==> config.mk <==
export PLATFORM = sky130hd
export DESIGN_NAME = rca_word_sequencer
export DESIGN_NICKNAME = d
export VERILOG_FILES = /design/src/rtl/rca_word_sequencer.sv
export SDC_FILE = /design/constraint.sdc
export NUM_CORES = 1
export LEC_CHECK = 0
export BUFFER_PORTS_ARGS = -buffer_cell sky130_fd_sc_hd__buf_2
export CAP_MARGIN = 20
export CORE_ASPECT_RATIO = 1.75
export CORE_MARGIN = 2
export CORE_UTILIZATION = 52
export DETAILED_ROUTE_END_ITERATION = 6
export PLACE_DENSITY = 0.8
export SLEW_MARGIN = 30
export SYNTH_ARGS = -nofsm -noshare
export SYNTH_HDL_FRONTEND = slang
export SYNTH_SLANG_ARGS = --single-unit
==> constraint.sdc <==
create_clock -name clk -period 2.8 [get_ports clk]
set_clock_uncertainty 0.05 [all_clocks]
set_input_delay 0.14 -clock clk [delete_from_list [all_inputs] [get_ports clk]]
set_output_delay 0.14 -clock clk [all_outputs]
set_load 0.05 [all_outputs]
==> src/rtl/rca_word_sequencer.sv <==
// Multi-precision add controller: walks a WORDS x 16-bit operand pair through an
// external 16-bit ripple-carry adder, LSB slice first, chaining the carry between slices.
module rca_word_sequencer #(
  parameter int WORDS  = 4,
  parameter int SETTLE = 1
) (
  input  logic                  clk,
  input  logic                  rst,
  input  logic                  in_valid,
  output logic                  in_ready,
  input  logic [16*WORDS-1:0]   in_a,
  input  logic [16*WORDS-1:0]   in_b,
  input  logic                  in_cin,
  output logic [15:0]           rca_a,
  output logic [15:0]           rca_b,
  output logic                  rca_cin,
  input  logic [15:0]           rca_sum,
  input  logic                  rca_cout,
  output logic                  out_valid,
  input  logic                  out_ready,
  output logic [16*WORDS-1:0]   result,
  output logic                  cout,
  output logic                  ovf,
  output logic [1:0]            dbg_state
);

  localparam int W     = 16 * WORDS;
  localparam int IDX_W = $clog2(WORDS);
  localparam int CNT_W = (SETTLE > 1) ? $clog2(SETTLE) : 1;

  localparam logic [IDX_W-1:0] IDX_LAST = IDX_W'(WORDS - 1);
  localparam logic [CNT_W-1:0] CNT_LAST = CNT_W'(SETTLE - 1);

  localparam logic [1:0] S_IDLE = 2'd0;
  localparam logic [1:0] S_RUN  = 2'd1;
  localparam logic [1:0] S_DONE = 2'd2;

  logic [1:0]       state;
  logic [W-1:0]     a_reg;
  logic [W-1:0]     b_reg;
  logic             carry;
  logic [IDX_W-1:0] idx;
  logic [CNT_W-1:0] cnt;

  // Handshakes: a transfer happens on a posedge where valid && ready are both high.
  // in_ready is high only in IDLE, out_valid only in DONE; neither depends on the
  // opposite side's signal, so there is no combinational path between the two ports.
  assign in_ready  = (state == S_IDLE);
  assign out_valid = (state == S_DONE);
  assign dbg_state = state;

  // Adder inputs come straight from operand/carry registers, gated to zero outside RUN.
  assign rca_a   = (state == S_RUN) ? a_reg[16*idx +: 16] : 16'h0000;
  assign rca_b   = (state == S_RUN) ? b_reg[16*idx +: 16] : 16'h0000;
  assign rca_cin = (state == S_RUN) ? carry : 1'b0;

  always_ff @(posedge clk or negedge rst) begin
    if (!rst) begin
      state  <= S_IDLE;
      a_reg  <= '0;
      b_reg  <= '0;
      carry  <= 1'b0;
      idx    <= '0;
      cnt    <= '0;
      result <= '0;
      cout   <= 1'b0;
      ovf    <= 1'b0;
    end else begin
      case (state)
        S_IDLE: begin
          if (in_valid) begin
            a_reg <= in_a;
            b_reg <= in_b;
            carry <= in_cin;
            idx   <= '0;
            cnt   <= '0;
            state <= S_RUN;
          end
        end
        S_RUN: begin
          if (cnt == CNT_LAST) begin
            result[16*idx +: 16] <= rca_sum;
            carry <= rca_cout;
            idx   <= idx + 1'b1;
            cnt   <= '0;
            if (idx == IDX_LAST) begin
              // Signed overflow: like-signed operands producing an opposite-signed sum.
              cout  <= rca_cout;
              ovf   <= (a_reg[W-1] == b_reg[W-1]) && (rca_sum[15] != a_reg[W-1]);
              state <= S_DONE;
            end
          end else begin
            cnt <= cnt + 1'b1;
          end
        end
        S_DONE: begin
          if (out_ready) state <= S_IDLE;
        end
        default: state <= S_IDLE;
      endcase
    end
  end

endmodule

---- Word-level counts from Yosys, hierarchy flattened ----
Index checks and enable logic that the tools add are counted.
cells by class
  eq/ne operators ......................... 9
  reduce and logical (&&, ||, !) cells .... 9
  div/mod/pow operators ................... 0
  shift operators ......................... 4
  $lt $le $gt $ge ......................... 0
  multiplexer cells ....................... 18
  multipliers ............................. 0
  bitwise logic cells ..................... 1
  add/subtract/negate cells ............... 3
operators by type and width
  cell                                                     count
  variable part select 64 x 7 -> 16 bit                    2
  bitwise mux 64 bit                                       1
  variable shift 16 x 34 -> 64 bit (first input constant)  1
  variable part select 16 x 34 -> 64 bit                   1
  negation 6 -> 34 bit                                     1
  2-to-1 mux 16 bit                                        2
  2-to-1 mux 2 bit                                         6
  case mux 2 bit (3 select lines)                          1
  AND reduction 2 bit                                      3
  AND reduction 3 bit                                      2
  2-to-1 mux 1 bit                                         5
  == test 2 bit (second input constant)                    2
  inequality test 2 x 1 -> 1 bit (second input constant)   2
  inequality test 2 bit (second input constant)            2
  case mux 1 bit (2 select lines)                          2
  case mux 2 bit (2 select lines)                          1
  AND reduction 4 bit                                      1
  adder 2 x 1 -> 2 bit (second input constant)             1
  == test 2 x 1 -> 1 bit (second input constant)           1
  logical NOT 2 bit                                        1
  nonzero test 2 bit                                       1
  adder 1 bit (second input constant)                      1
  == test 1 bit                                            1
  logical AND 1 bit                                        1
  other kinds (2)                                          2
word-level totals
  bits in read-only memories .............. 0
  memories ................................ 0
  input bits .............................. 150
  bits in registers ....................... 200
  logic and storage cells ................. 53
  output and inout bits ................... 103
  memory bits (writable) .................. 0
  latch bits .............................. 0

---- Logic depth before layout (Yosys ltp) ----
  word-level depth ........................ 4
  gate-level depth with buffers ........... 8
  mapped depth without buffers ............ 5

---- Least setup slack after synthesis ----
OpenSTA, ideal clock, no wires.
  kind .................................... register -> register
  from .................................... register idx[1]
  to ...................................... register result[38]
  slack ................................... 0.308 ns
  cell stages (with the launch flop) ...... 9
  setup time .............................. 0.065 ns
  clock period less this slack ............ 2.492 ns
  arrival time ............................ 2.376 ns
  path buffers ............................ 3
  data required time ...................... 2.685 ns
  cell sequence ........................... dfrtp_1 > clkbuf_1 > clkbuf_1 > inv_1 > ha_1 > or3b_4 > nor4b_4 > buf_6 > a22o_2
on the way
  cells in the longest elaborated chain, start to end .. 3
  elaborated cells on any way between the ends .. 4
  classes of those cells .................. add/sub (1); shift (2); mux (1)
RTL lines
  element                                                                                            RTL line  text
  start: declaration                                                                                 42        logic [IDX_W-1:0] idx;
  start signal: assignment                                                                           84        idx <= idx + 1'b1;
  negation 6 -> 34 bit (*)                                                                           82        result[16*idx +: 16] <= rca_sum;
  variable part select 16 x 34 -> 64 bit / variable shift 16 x 34 -> 64 bit (equally long branches)  82
  bitwise mux 64 bit (*)                                                                             82
  end signal: indexed assignment                                                                     82
  end: declaration                                                                                   21        output logic [16*WORDS-1:0] result,
Mark *: on every way between the ends. The rest lies on a longest branch, timed or not.
A chain may end at the register's enable or synchronous reset.

---- Final worst setup path ----
  from .................................... register state[0] (netlist: dbg_state[0])
  to ...................................... output port rca_b[4]
on the way
  cells in the longest elaborated chain, start to end .. 2
RTL lines
  element                   RTL line  text
  start: declaration        38        logic [1:0] state;
  start signal: assignment  59        state <= S_IDLE;
  start signal: assignment  77        state <= S_RUN;
  start signal: assignment  90        state <= S_DONE;
  == test 2 x 1 -> 1 bit    54        assign rca_b = (state == S_RUN) ? b_reg[16*idx +: 16] : 16'h0000;
  2-to-1 mux 16 bit         54
  end: declaration          15        output logic [15:0] rca_b,
Every way passes these cells.

==> results.json <==
{
  "powerDensity_mw_per_mm2": 1290,
  "timing.final.hold_violations": 0,
  "first_iter_violations": 523,
  "cts_buffers": 17,
  "maxSlewViolCount": 0,
  "arrival_ns": 2.24,
  "critPathKind": "reg2out",
  "drv_cap": 0,
  "holdCritPathClass": "in2async",
  "fin_ws_ns": 0.366,
  "slew_headroom": 0.540,
  "area_growth_syn_to_layout_pct": 40.3,
  "ant_nets": 0,
  "design.portCount": 253,
  "synthArstFlopShare": 1.00,
  "synth.top_cell.area_share": 0.581,
  "coreArea_mm2": 0.0163,
  "post-route-drc-count": 0,
  "leakage_uw": 0.00644,
  "fin_nets": 1346,
  "die_x_um": 101,
  "worstSetupStartpointType": "flip-flop",
  "path_clk_slew_ns": 0.08,
  "ys.flop_type": "dfrtp_1",
  "grt_overflow": 0,
  "vias": 7834,
  "setup_viol": 0,
  "ys_warn_count": 0,
  "synth_most_common_cell": "nand2_1",
  "rsz0062_at_grt": "false",
  "tns_ns": 0,
  "status": "finished, final reports clean",
  "path_cells": "nor2b_4 -> buf_4 -> and2_1 -> buf_2",
  "tightest_slew_ns": 0.688,
  "combPwrFrac": 0.511,
  "h-tree-depth": 4,
  "swShare": 0.480,
  "cts_sinks": 199,
  "fill_cells": 969,
  "clock_power_share": 0.160,
  "die_y_um": 174,
  "grt_usage": 0.316,
  "grt_pass1_wl_um": 42700,
  "cts_tree": "built",
  "vias_per_cell": 5.61,
  "drt_first_pass_iters": 5,
  "required_ns": 2.61,
  "synth_cell_types": 28,
  "crit_path_end_kind": "primary output",
  "antenna_found_initial": 1,
  "power.net_switching_uw": 7420,
  "intPower_uw": 8050,
  "cts-root-buf": "clkbuf_16",
  "drive_gt1_frac": 0.293,
  "grt_max_degree": 131,
  "grt_pass1_vias": 8358,
  "avgSynthCellArea_um2": 10.7,
  "seqPwrFrac": 0.329,
  "port_buffers": 252,
  "gp_congestion": 0.854,
  "yosysTopAreaCell": "dfrtp_1",
  "worstSkewPairLatency_ns": 0.42,
  "wl_per_cell_um": 19.4,
  "dp_hpwl_um": 15300,
  "fin_crit_sh": 0.869,
  "syn_area_mm2": 0.00857,
  "fp-row-count": 62,
  "ys_seq_area_frac": 0.581,
  "min_period_ns": 2.43,
  "max_stage_delay_ns": 0.51,
  "fmax_mhz": 411,
  "worstPathMaxFanout": 22,
  "die_area_mm2": 0.0176,
  "pre_cts_ws_ns": 0.543,
  "cts-resized-gates": 0,
  "syn-num-nets": 960,
  "finalWirelength_um": 27100,
  "cpMaxStageDelayCell": "dfrtp_1",
  "synth_edf_count": 0,
  "synth.top_cells.by_count": "nand2_1, dfrtp_1, a22o_1",
  "synth_cells": 804,
  "ys_seq_elements": 199,
  "clockBufferDepth": 2,
  "initial_core_util": 0.526,
  "vdd_drop_max_uv": 712,
  "synth_top_cells_by_area": "dfrtp_1, nand2_1, mux4_2"
}
-- stage by stage --
stage	cells	instance area, um^2	utilization	power [uW]	hold WS [ns]
final	1396	12000	0.738	15500	0.246
after global routing	1396	12000	0.738	16300	0.301
after CTS	1395	12000	0.738	15300	0.271
after detailed placement	1214	9940	0.610	12600	0.172
after global placement	1214	9940	0.610	12400	0.171
after floorplan	804	8570	-	10800	-0.206
-- final timing paths --
kind	start	cells past startpoint	slack, ns	to
worst max-delay path	dbg_state[0]	4	0.37	rca_b[4]
worst min-delay path	rst	2	0.25	result[16]
worst max register to register	idx[1]	6	0.52	result[35]
worst min register to register	a_reg[45]	2	0.42	a_reg[45]
max in group asynchronous	rst	3	1.58	idx[1]
min in group clk	in_valid	4	0.35	a_reg[45]
-- worst max-delay path: cells and delay by family, from the launching register on --
kind                   cells  cell delay, ns
buffers and inverters      2            0.62
DFF                        1            0.51
and+or+nand+nor            2            0.69
-- layout by cell type (no fill, tap or decap), drive strengths merged, types with 2 or more instances in the layout --
master,n
buf,267
nand2b,3
nand3,2
nor4b,3
nand2,391
a22o,64
mux4,32
nand3b,2
inv,11
nor2,3
mux2,2
o21ai,3
clkinv,3
or3b,2
and2,33
clkbuf,20
dfrtp,199
dlygate4sd3,149
ha,6
-- routing by layer --
| layer | routed length (um) | track usage |
|---|---|---|
| met4 | 1590 | 0.184 |
| met3 | 1910 | 0.0617 |
| met5 | 0 | 0 |
| met2 | 14000 | 0.539 |
| met1 | 9620 | 0.363 |
-- cell families (layout without fill, tap and decap cells) --
group	count (synthesis)	count (layout)	synth area share
and+or+nand+nor	442	442	0.216
DFF	199	199	0.581
AOI/OAI and AO/OA	70	70	0.0711
buffers and inverters	53	452	0.0365
muxes	34	34	0.0867
adders and majority gates	6	6	0.00876
other	0	1	0
-- power groups by stage --
stage	combinational [uW]	clock [uW]	sequential [uW]
floorplan	4460	0	6340
global placement	7400	0	5000
CTS	7770	2510	5030
finish	7910	2480	5090
detailed placement	7560	0	5060
global route	8420	2620	5220
-- final cells by class --
class,count,area (um^2),share of cell area
flip-flops and latches,199,4980,0.414
multi-input cells,552,3290,0.274
repair buffers,417,2910,0.242
clock buffers,19,433,0.0360
well taps,192,240,0.0200
clock inverters,13,159,0.0132
inverters,3,11.3,0.000936
diodes,1,2.50,0.000208
-- what timing repair did --
item | CTS | global route
hold endpoints to repair | 277 | 0
hold buffers | 149 | 0
setup buffers | 0 | 0
(Power assumes the default switching activity.)
